[config.mk]
export PLATFORM = sky130hd
export DESIGN_NAME = axi_fetch_unit
export DESIGN_NICKNAME = d
export VERILOG_FILES = /design/src/rtl/fetch_pkg.sv /design/src/rtl/fetch_fifo.sv /design/src/rtl/axi_fetch_unit.sv
export SDC_FILE = /design/constraint.sdc
export NUM_CORES = 2
export LEC_CHECK = 0
export BUFFER_PORTS_ARGS = -buffer_cell sky130_fd_sc_hd__clkbuf_2
export CAP_MARGIN = 20
export CORE_UTILIZATION = 40
export CTS_CLUSTER_DIAMETER = 80
export DETAILED_ROUTE_END_ITERATION = 8
export HOLD_SLACK_MARGIN = 0.03
export PLACE_DENSITY = 0.63
export SYNTH_ARGS = -nofsm -noshare
export SYNTH_HDL_FRONTEND = slang
export SYNTH_SLANG_ARGS = --single-unit
[constraint.sdc]
create_clock -name clk -period 15.1 [get_ports clk]
set_input_delay 3.02 -clock clk [delete_from_list [all_inputs] [get_ports clk]]
set_output_delay 3.02 -clock clk [all_outputs]
set_load 0.01 [all_outputs]
[src/rtl/fetch_pkg.sv]
// Shared types and constants for the instruction-fetch front end.
// Holds the fetch FSM states and AXI encodings.
package fetch_pkg;

  typedef enum logic [1:0] {
    IDLE,
    ADDR,
    DATA,
    DRAIN
  } state_e;

  localparam logic [1:0] BURST_INCR = 2'b01;
  localparam logic [1:0] RESP_OKAY  = 2'b00;

  function automatic logic [2:0] size_log2(input int nbytes);
    logic [2:0] r;
    r = 3'd0;
    for (int i = 0; i < 8; i++) begin
      if ((1 << i) == nbytes) r = i[2:0];
    end
    return r;
  endfunction

endpackage

[src/rtl/fetch_fifo.sv]
// Multi-lane-push, single-pop instruction FIFO with flush.
// Full/empty come from registered pointers carrying a wrap bit.
module fetch_fifo #(
  parameter int WIDTH = 96,
  parameter int DEPTH = 32,
  parameter int LANES = 2,
  localparam int AW = $clog2(DEPTH)
) (
  input  logic                        clk,
  input  logic                        reset,
  input  logic                        flush_i,
  input  logic [LANES-1:0]            push_i,
  input  logic [LANES-1:0][WIDTH-1:0] push_data_i,
  input  logic                        pop_i,
  output logic [WIDTH-1:0]            pop_data_o,
  output logic                        empty_o,
  output logic [AW:0]                 free_count_o
);

  localparam logic [AW:0] DEPTH_W = (AW+1)'(DEPTH);

  logic [WIDTH-1:0] mem [DEPTH];
  logic [AW:0]      wptr_q;
  logic [AW:0]      rptr_q;
  logic [AW:0]      count;
  logic [AW:0]      n_push;
  logic [AW-1:0]    widx [LANES];

  assign count        = wptr_q - rptr_q;
  assign empty_o      = (count == '0);
  assign free_count_o = DEPTH_W - count;
  assign pop_data_o   = empty_o ? '0 : mem[rptr_q[AW-1:0]];

  // Pack the valid lanes contiguously after the write pointer.
  always_comb begin
    n_push = '0;
    for (int i = 0; i < LANES; i++) begin
      widx[i] = wptr_q[AW-1:0] + n_push[AW-1:0];
      n_push  = n_push + {{AW{1'b0}}, push_i[i]};
    end
  end

  // Storage write; a flush discards the same-cycle push.
  always_ff @(posedge clk) begin
    for (int i = 0; i < LANES; i++) begin
      if (push_i[i] && !flush_i) mem[widx[i]] <= push_data_i[i];
    end
  end

  // Pointer update; flush wins over a coincident push or pop.
  always_ff @(posedge clk) begin
    if (reset || flush_i) begin
      wptr_q <= '0;
      rptr_q <= '0;
    end else begin
      wptr_q <= wptr_q + n_push;
      if (pop_i && !empty_o) rptr_q <= rptr_q + 1'b1;
    end
  end

endmodule

[src/rtl/axi_fetch_unit.sv]
// AXI instruction-fetch front end: line bursts, beat splitter,
// instruction FIFO and redirect/drain handling.
module axi_fetch_unit #(
  parameter int ID_WIDTH   = 13,
  parameter int ADDR_WIDTH = 64,
  parameter int DATA_WIDTH = 64,
  parameter int BURST_LEN  = 8,
  parameter int FIFO_DEPTH = 32,
  parameter int FETCH_ID   = 0
) (
  input  logic                  clk,
  input  logic                  reset,
  input  logic [63:0]           entry,
  input  logic                  redirect_valid,
  input  logic [63:0]           redirect_pc,
  output logic [ID_WIDTH-1:0]   m_axi_arid,
  output logic [ADDR_WIDTH-1:0] m_axi_araddr,
  output logic [7:0]            m_axi_arlen,
  output logic [2:0]            m_axi_arsize,
  output logic [1:0]            m_axi_arburst,
  output logic                  m_axi_arvalid,
  input  logic                  m_axi_arready,
  input  logic [DATA_WIDTH-1:0] m_axi_rdata,
  input  logic [1:0]            m_axi_rresp,
  input  logic                  m_axi_rlast,
  input  logic                  m_axi_rvalid,
  output logic                  m_axi_rready,
  output logic                  inst_valid,
  input  logic                  inst_ready,
  output logic [31:0]           inst,
  output logic [63:0]           inst_pc,
  output logic                  fetch_fault
);
  import fetch_pkg::*;

  localparam int LPB   = DATA_WIDTH / 32;
  localparam int BYTES = DATA_WIDTH / 8;
  localparam int LINE  = BURST_LEN * BYTES;
  localparam int SLOTS = BURST_LEN * LPB;
  localparam int AW    = $clog2(FIFO_DEPTH);

  localparam logic [63:0] LINE_W    = 64'(LINE);
  localparam logic [63:0] LINE_MASK = ~(LINE_W - 64'd1);
  localparam logic [AW:0] SLOTS_W   = (AW+1)'(SLOTS);

  state_e      state_q, state_d;
  logic [63:0] fpc_q, fpc_d;
  logic [63:0] araddr_q, araddr_d;
  logic [7:0]  beat_q, beat_d;
  logic        fault_q, fault_d;
  logic        pend_q, pend_d;

  logic [63:0]               redir_pc;
  logic [63:0]               beat_base;
  logic                      beat_ok;
  logic [LPB-1:0]            push;
  logic [LPB-1:0][95:0]      push_data;
  logic [95:0]               pop_data;
  logic                      empty;
  logic [AW:0]               free_count;

  assign redir_pc  = redirect_pc & ~64'h3;
  assign beat_ok   = (m_axi_rresp == RESP_OKAY);
  assign beat_base = araddr_q + ({56'b0, beat_q} * 64'(BYTES));

  assign m_axi_arid    = ID_WIDTH'(FETCH_ID);
  assign m_axi_araddr  = araddr_q[ADDR_WIDTH-1:0];
  assign m_axi_arlen   = 8'(BURST_LEN - 1);
  assign m_axi_arsize  = size_log2(BYTES);
  assign m_axi_arburst = BURST_INCR;
  assign m_axi_arvalid = (state_q == ADDR);
  assign m_axi_rready  = (state_q == DATA) || (state_q == DRAIN);

  assign inst_valid  = !empty;
  assign inst        = pop_data[95:64];
  assign inst_pc     = pop_data[63:0];
  assign fetch_fault = fault_q;

  // Split a beat into instructions; drop those below the fetch PC.
  always_comb begin
    for (int i = 0; i < LPB; i++) begin
      logic [63:0] pc;
      pc           = beat_base + 64'(4 * i);
      push_data[i] = {m_axi_rdata[32*i +: 32], pc};
      push[i]      = (state_q == DATA) && m_axi_rvalid && !fault_q &&
                     beat_ok && !redirect_valid && (pc >= fpc_q);
    end
  end

  // Next-state logic for the fetch FSM and its address registers.
  always_comb begin
    state_d  = state_q;
    fpc_d    = fpc_q;
    araddr_d = araddr_q;
    beat_d   = beat_q;
    fault_d  = fault_q;
    pend_d   = pend_q;
    if (redirect_valid) begin
      fpc_d   = redir_pc;
      fault_d = 1'b0;
    end
    unique case (state_q)
      IDLE: begin
        if (!redirect_valid && !fault_q && free_count >= SLOTS_W) begin
          state_d  = ADDR;
          araddr_d = fpc_q & LINE_MASK;
        end
      end
      ADDR: begin
        if (redirect_valid) pend_d = 1'b1;
        if (m_axi_arready) begin
          beat_d  = '0;
          pend_d  = 1'b0;
          state_d = (pend_q || redirect_valid) ? DRAIN : DATA;
        end
      end
      DATA: begin
        if (m_axi_rvalid) begin
          beat_d = beat_q + 8'd1;
          if (!beat_ok && !redirect_valid) fault_d = 1'b1;
          if (m_axi_rlast) begin
            if (redirect_valid) begin
              state_d  = ADDR;
              araddr_d = redir_pc & LINE_MASK;
            end else begin
              state_d = IDLE;
              if (!fault_q && beat_ok) fpc_d = araddr_q + LINE_W;
            end
          end else if (redirect_valid) begin
            state_d = DRAIN;
          end
        end else if (redirect_valid) begin
          state_d = DRAIN;
        end
      end
      DRAIN: begin
        if (m_axi_rvalid && m_axi_rlast) begin
          state_d  = ADDR;
          araddr_d = (redirect_valid ? redir_pc : fpc_q) & LINE_MASK;
        end
      end
    endcase
  end

  // FSM and address state registers.
  always_ff @(posedge clk) begin
    if (reset) begin
      state_q  <= IDLE;
      fpc_q    <= entry & ~64'h3;
      araddr_q <= '0;
      beat_q   <= '0;
      fault_q  <= 1'b0;
      pend_q   <= 1'b0;
    end else begin
      state_q  <= state_d;
      fpc_q    <= fpc_d;
      araddr_q <= araddr_d;
      beat_q   <= beat_d;
      fault_q  <= fault_d;
      pend_q   <= pend_d;
    end
  end

  fetch_fifo #(
    .WIDTH (96),
    .DEPTH (FIFO_DEPTH),
    .LANES (LPB)
  ) u_fifo (
    .clk          (clk),
    .reset        (reset),
    .flush_i      (redirect_valid),
    .push_i       (push),
    .push_data_i  (push_data),
    .pop_i        (inst_valid && inst_ready),
    .pop_data_o   (pop_data),
    .empty_o      (empty),
    .free_count_o (free_count)
  );

endmodule

Word level (Yosys, flattened, before mapping)

Memories as Yosys holds them, arrays and structs flattened. A register that Yosys moved wholly into a read port is not among the register bits.
Index checks and enable logic that the tools add are counted.

Bits in read-only memories: 0
Memories kept: 1
Bits in registers: 152
Bits of input ports: 201
RAM bits: 3072
Logic and storage cells: 102
Bits in latches: 0

Memories:

| memory     | words | width | rd ports | clocked after memory_dff | wr ports | line             | text |
|---|---|---|---|---|---|---|---|
| u_fifo.mem | 32    | 96    | 1        | 1                        | 2        | fetch_fifo.sv:22 | `logic [WIDTH-1:0] mem [DEPTH];` |

Magnitude comparators: 3
Reductions and logical operators: 32
Add/subtract/negate cells: 10
Bitwise operators: 0
Multiplexer cells: 38
Multipliers: 0
Shift operators: 0
Divide/modulo/power cells: 0
Equal/unequal tests: 9

Operators with widths:

| kind                                                 | number |
|---|---|
| 2-to-1 mux 64 bit                                    | 12 |
| case mux 64 bit (3 select lines)                     | 1 |
| >= comparator 64 bit                                 | 2 |
| 2-to-1 mux 96 bit                                    | 1 |
| adder 64 x 11 -> 64 bit                              | 1 |
| adder 64 x 3 -> 64 bit (second input constant)       | 1 |
| adder 64 x 7 -> 64 bit (second input constant)       | 1 |
| 2-to-1 mux 8 bit                                     | 2 |
| case mux 8 bit (2 select lines)                      | 1 |
| logical AND 1 bit                                    | 15 |
| 2-to-1 mux 1 bit                                     | 12 |
| 2-to-1 mux 2 bit                                     | 6 |
| 2-to-1 mux 5 bit                                     | 2 |
| adder 8 x 1 -> 8 bit (second input constant)         | 1 |
| inequality test 2 bit (second input constant)        | 4 |
| case mux 2 bit (4 select lines)                      | 1 |
| adder 6 x 1 -> 6 bit (second input constant)         | 1 |
| adder 6 bit                                          | 1 |
| >= comparator 6 x 5 -> 1 bit (second input constant) | 1 |
| logical NOT 6 bit                                    | 1 |
| AND reduction 3 bit                                  | 2 |
| AND reduction 6 bit                                  | 1 |
| subtractor 6 bit                                     | 1 |
| subtractor 6 bit (first input constant)              | 1 |
| 11 further kinds                                     | 20 |

Logic depth before layout (Yosys ltp)

Depth after elaboration: 9
Depth in mapped cells: 31

Hierarchy

From an unflattened synthesis, not the netlist that was laid out.

Cell total of the unflattened synthesis: 10462
Area, all modules: 167689.6 um2

By module, submodules not included:

| module         | cells an instance | area an instance (um2) | instances |
|---|---|---|---|
| fetch_fifo     | 9012              | 156866.7               | 1 |
| axi_fetch_unit | 1450              | 10822.9                | 1 |

Least setup slack after synthesis

No wires, ideal clock.

Path kind: register -> register
From: register araddr_q[6] (netlist: m_axi_araddr[6])
To: memory u_fifo.mem[27][10], enable pin
Required time: 14.299 ns
Setup time: 0.801 ns
Buffers on the path: 2
Cell stages (with the launch flop): 21
Data arrival time: 14.412 ns
Setup slack: -0.113 ns
Cells stage by stage: dfxtp_1 -> ha_1 -> inv_1 -> fa_1 -> nor2b_1 -> o21ai_0 -> a21boi_1 -> o2111ai_1 -> nor3_2 -> nand3_1 -> xnor2_1 -> ha_1 -> nand4_1 -> nor4_1 -> a221oi_1 -> o21ai_1 -> a211o_1 -> buf_6 -> buf_6 -> o21ai_2 -> o41ai_1

RTL lines:

| item                     | line                  | text |
|---|---|---|
| start: declaration       | axi_fetch_unit.sv:48  | `logic [63:0] araddr_q, araddr_d;` |
| start signal: assignment | axi_fetch_unit.sv:157 | `araddr_q <= araddr_d;` |
| end: declaration         | fetch_fifo.sv:22      |  |

==> run_results.csv <==
group,metric,value,unit
worst_setup_path,crit_end,"u_fifo.mem[12][60]$_DFFE_PP_",
yosys,yosys.area.top_type,"edfxtp_1",
global_routing,track_usage,23.4,%
floorplanning,initial_core_util,40.3,%
worst_setup_path,cp-end-kind,"flip-flop",
finish,fillers,29600,
worst_setup_path,cp_max_fo,42,
cts,cts_hold_buffers,0,
global_routing,gr-total-overflow,0,
yosys,async_reset_ff_share,0,%
finish,fin_area,0.159,mm2
yosys,muxShareOfSynthArea,24.7,%
floorplanning,die_y,596,um
yosys,synth-compound-area-share,2.16,%
worst_setup_path,r2r_end,"u_fifo.mem[12][60]$_DFFE_PP_",
placement,placed_area,0.148,mm2
drt,drc,0,
yosys,synthFlopType,"edfxtp_1",
placement,detailed_place_hpwl,226000,um
drt,ant_nets,0,
placement,dpl_worst_slack,3.83,ns
finish,drive_above_1_share,38.9,%
drt,drt-wirelength-per-cell,33.4,um
cts,cts_buffer_depth,4,
floorplanning,rows,217,
yosys,synthCells,7493,
yosys,synth_fa_ha_area_share,0.779,%
worst_setup_path,worstSetupPathType,"reg2reg",
yosys,synthSimpleGateAreaFrac,2.54,%
hold_path,hp-class,"reg2reg",
timing,tns,0,ns
drt,vias,76300,
floorplanning,ioPinCount,391,
floorplanning,die_x,596,um
timing,finClkSkew,0.0673,ns
drt,first_pass_iters,7,
placement,io_buffers,352,
worst_setup_path,cp_data_required_time,15.65,ns
yosys,synth_cell_types,80,
finish,area_growth,12.5,%
timing,finalHoldViolCount,0,
yosys,synth_edf_count,3008,
cts,cts_max_level,5,
cts,clock-sinks,3159,
worst_setup_path,rr_worst_depth,27,
drt,drt_iter0_markers,9425,
floorplanning,core,0.350,mm2
cts,insertion_delay,0.95,ns
yosys,netlist_area,0.141,mm2
cts,cts_root_buf,"clkbuf_16",
drt,via_per_inst,6.04,
worst_setup_path,critPathArrivalTime,11.93,ns
finish,stdcell_count,12600,
timing,max_freq,87.9,MHz
placement,routabilityCongestion,0.878,
yosys,avgSynthCellArea,18.8,um2
yosys,ys_seq_elements,3159,
cts,numCtsBuffers,336,
timing,worst_pin_slew,1.18,ns
timing,slew_viol_final,0,
drt,wl,422000,um
cts,cts_setup_buffers,0,
flow_run,max-cap-violations,0,
cts,cts_tree,"built",
power,p_leak,50.8,nW
timing,min_period,11.38,ns
global_routing,grt_pass1_vias,77200,
finish,final_util,45.3,%
timing,finalHoldWorstSlack,0.493,ns
timing,timing.final.ws_setup,3.72,ns
worst_setup_path,worstSetupStartpointType,"flip-flop",
worst_setup_path,r2r-start,"m_axi_araddr[6]$_SDFFE_PP0P_",
power,cellPowerDensity,129,mW/mm2
timing,grt_setup_unrepaired,"no",
cts,ctsResizeCount,0,
yosys,synth_top_area_share,64.0,%
floorplanning,dieArea,0.355,mm2
yosys,synth_top_cells_by_area,"edfxtp_1, mux4_2, mux2_2",
timing,setup_viol,0,
finish,fin_nets,8059,
global_routing,grt_pass1_wl,591000,um
worst_setup_path,cp-startpoint,"m_axi_araddr[6]$_SDFFE_PP0P_",
outcome,outcome,"complete, no violations",
yosys,synth-seq-area-share,66.2,%
global_routing,grt_max_degree,162,
yosys,yosysWarnings,0,
power,total_power,20.4,mW
timing,slew_headroom,21.1,%
global_routing,antenna_found_initial,30,
timing,fin_crit_sh,75.3,%
yosys,synth_xor_area_share,0.764,%
cts,clkTransAtPathRegs,0.06,ns
worst_setup_path,r2r_slack,3.72,ns
power,peakVddDrop,0.0941,mV
placement,dp_cells,12000,
yosys,synth_top_family_by_area,"multiplexers",
==> critical path, stage by stage, from the launching register on <==
cell       delay [ns]
dfxtp_1          0.47
ha_1             0.23
inv_1            0.06
fa_1             0.42
nor2b_1          0.12
o21ai_0          0.11
a21boi_1         0.41
o2111ai_1        0.54
or4_1            0.88
xnor2_4          0.79
ha_1             0.39
nand4_1          0.15
nor4_1           0.10
a221oi_1         0.30
o21ai_1          0.27
a211o_4          0.70
o21ai_4          0.28
buf_4            0.70
inv_1            0.16
ha_1             0.27
ha_1             0.32
or3_1            0.71
nor2_4           0.23
o21ai_4          0.06
buf_4            0.42
o31ai_4          0.16
buf_4            0.84
buf_4            0.58
==> cells in the mapped netlist, types with 6 or more instances <==
| library cell | number |
|---|---|
| mux2_4 | 66 |
| and3_1 | 14 |
| buf_1 | 53 |
| o31a_1 | 6 |
| nor2b_1 | 61 |
| nor4_1 | 12 |
| a22oi_1 | 61 |
| nand4_1 | 44 |
| xor2_1 | 59 |
| buf_4 | 38 |
| o21ai_0 | 133 |
| a211o_1 | 6 |
| buf_6 | 84 |
| mux4_2 | 940 |
| and2_1 | 9 |
| a211oi_1 | 7 |
| mux2_1 | 87 |
| mux2_2 | 928 |
| clkbuf_1 | 414 |
| xnor2_1 | 64 |
| ha_1 | 83 |
| o31ai_1 | 35 |
| a21o_1 | 10 |
| a21oi_1 | 94 |
| buf_2 | 71 |
| dfxtp_1 | 151 |
| nand2_1 | 201 |
| nor3_1 | 24 |
| buf_12 | 10 |
| and4_1 | 11 |
| o21a_1 | 10 |
| nor2_4 | 7 |
| o21ai_1 | 7 |
| mux2i_1 | 123 |
| nand2b_1 | 40 |
| inv_1 | 126 |
| a221o_1 | 8 |
| o21ai_4 | 29 |
| or3_1 | 10 |
| edfxtp_1 | 3008 |
| nand3_1 | 43 |
| nor2_1 | 236 |
==> cell type report <==
cell class	count	area, um2	share of cell area [%]
sequential	3159	93400	58.9
multi-input combinational	3566	44700	28.2
clock buffer	440	8940	5.64
tap	4599	5750	3.63
timing repair buffer	583	3920	2.47
clock inverter	164	1450	0.912
inverter	126	473	0.298
antenna	9	22.5	0.0142
==> cell families (layout without fill, tap and decap cells) <==
kind of cell,Yosys count,in the layout
other,2,43
XOR/XNOR,123,123
flip-flops,3159,3159
buffers and inverters,800,1313
multiplexers,2144,2144
adder cells (fa/ha/maj),86,86
AND/OR/NAND/NOR,740,740
AO/OA/AOI/OAI,439,439
==> registers in the layout, indices dropped and copies added, names as in the netlist, named ones only <==
| signal | count |
|---|---|
| u_fifo.mem | 3008 |
| fpc_q | 64 |
| m_axi_araddr | 58 |
| beat_q | 8 |
| u_fifo.rptr_q | 6 |
| u_fifo.wptr_q | 6 |
| state_q | 2 |
| fetch_fault | 1 |
| pend_q | 1 |
==> cells in the final DEF, fill, tap and decap left out, drive strengths merged, types with 8 or more instances in the layout <==
cell type | netlist | layout
diode | 0 | 9
xnor2 | 64 | 64
edfxtp | 3008 | 3008
nor3 | 26 | 26
or3 | 10 | 10
inv | 126 | 143
mux4 | 940 | 940
dfxtp | 151 | 151
conb | 2 | 34
nand2b | 40 | 40
o21a | 10 | 10
clkbuf | 415 | 790
and2 | 9 | 9
mux2i | 123 | 123
a21oi | 98 | 98
nor2 | 244 | 244
a21o | 10 | 10
a221o | 9 | 9
bufinv | 0 | 16
buf | 259 | 233
nor2b | 61 | 61
nand4 | 44 | 44
and4 | 11 | 11
clkinv | 0 | 123
mux2 | 1081 | 1081
xor2 | 59 | 59
nor4 | 15 | 15
o31ai | 35 | 35
and3 | 14 | 14
o21ai | 173 | 173
ha | 83 | 83
clkinvlp | 0 | 8
nand3 | 46 | 46
a22oi | 61 | 61
nand2 | 202 | 202
==> per-layer routing <==
layer / wire length (um) / part of all wire (%) / up-vias / track usage, %
met5: 169 / 0.040 / - / 0
met4: 16300 / 3.9 / 26 / 8.28
met3: 33800 / 8.0 / 789 / 4.00
met2: 206000 / 49 / 3616 / 38.6
met1: 166000 / 39 / 41100 / 31.1
li1: - / - / 30800 / -
==> where the power goes <==
part           switching, mW  total (mW)  leakage (nW)  internal, mW
sequential             0.182        10.3          28.5          10.1
combinational           1.46        2.24          17.2         0.784
clock                   3.47        7.94          5.05          4.47
==> worst min path at each step <==
stage                                   start                   to  slack, ns  cells past startpoint
after CTS                 fpc_q[0]$_SDFF_PP0_  fpc_q[0]$_SDFF_PP0_       0.49                      1
final                     fpc_q[0]$_SDFF_PP0_  fpc_q[0]$_SDFF_PP0_       0.49                      1
after global routing      fpc_q[0]$_SDFF_PP0_  fpc_q[0]$_SDFF_PP0_       0.51                      1
after floorplan           fpc_q[1]$_SDFF_PP0_  fpc_q[1]$_SDFF_PP0_       0.46                      1
after global placement    fpc_q[0]$_SDFF_PP0_  fpc_q[0]$_SDFF_PP0_       0.48                      1
after detailed placement  fpc_q[0]$_SDFF_PP0_  fpc_q[0]$_SDFF_PP0_       0.48                      1
(Power assumes the default switching activity.)
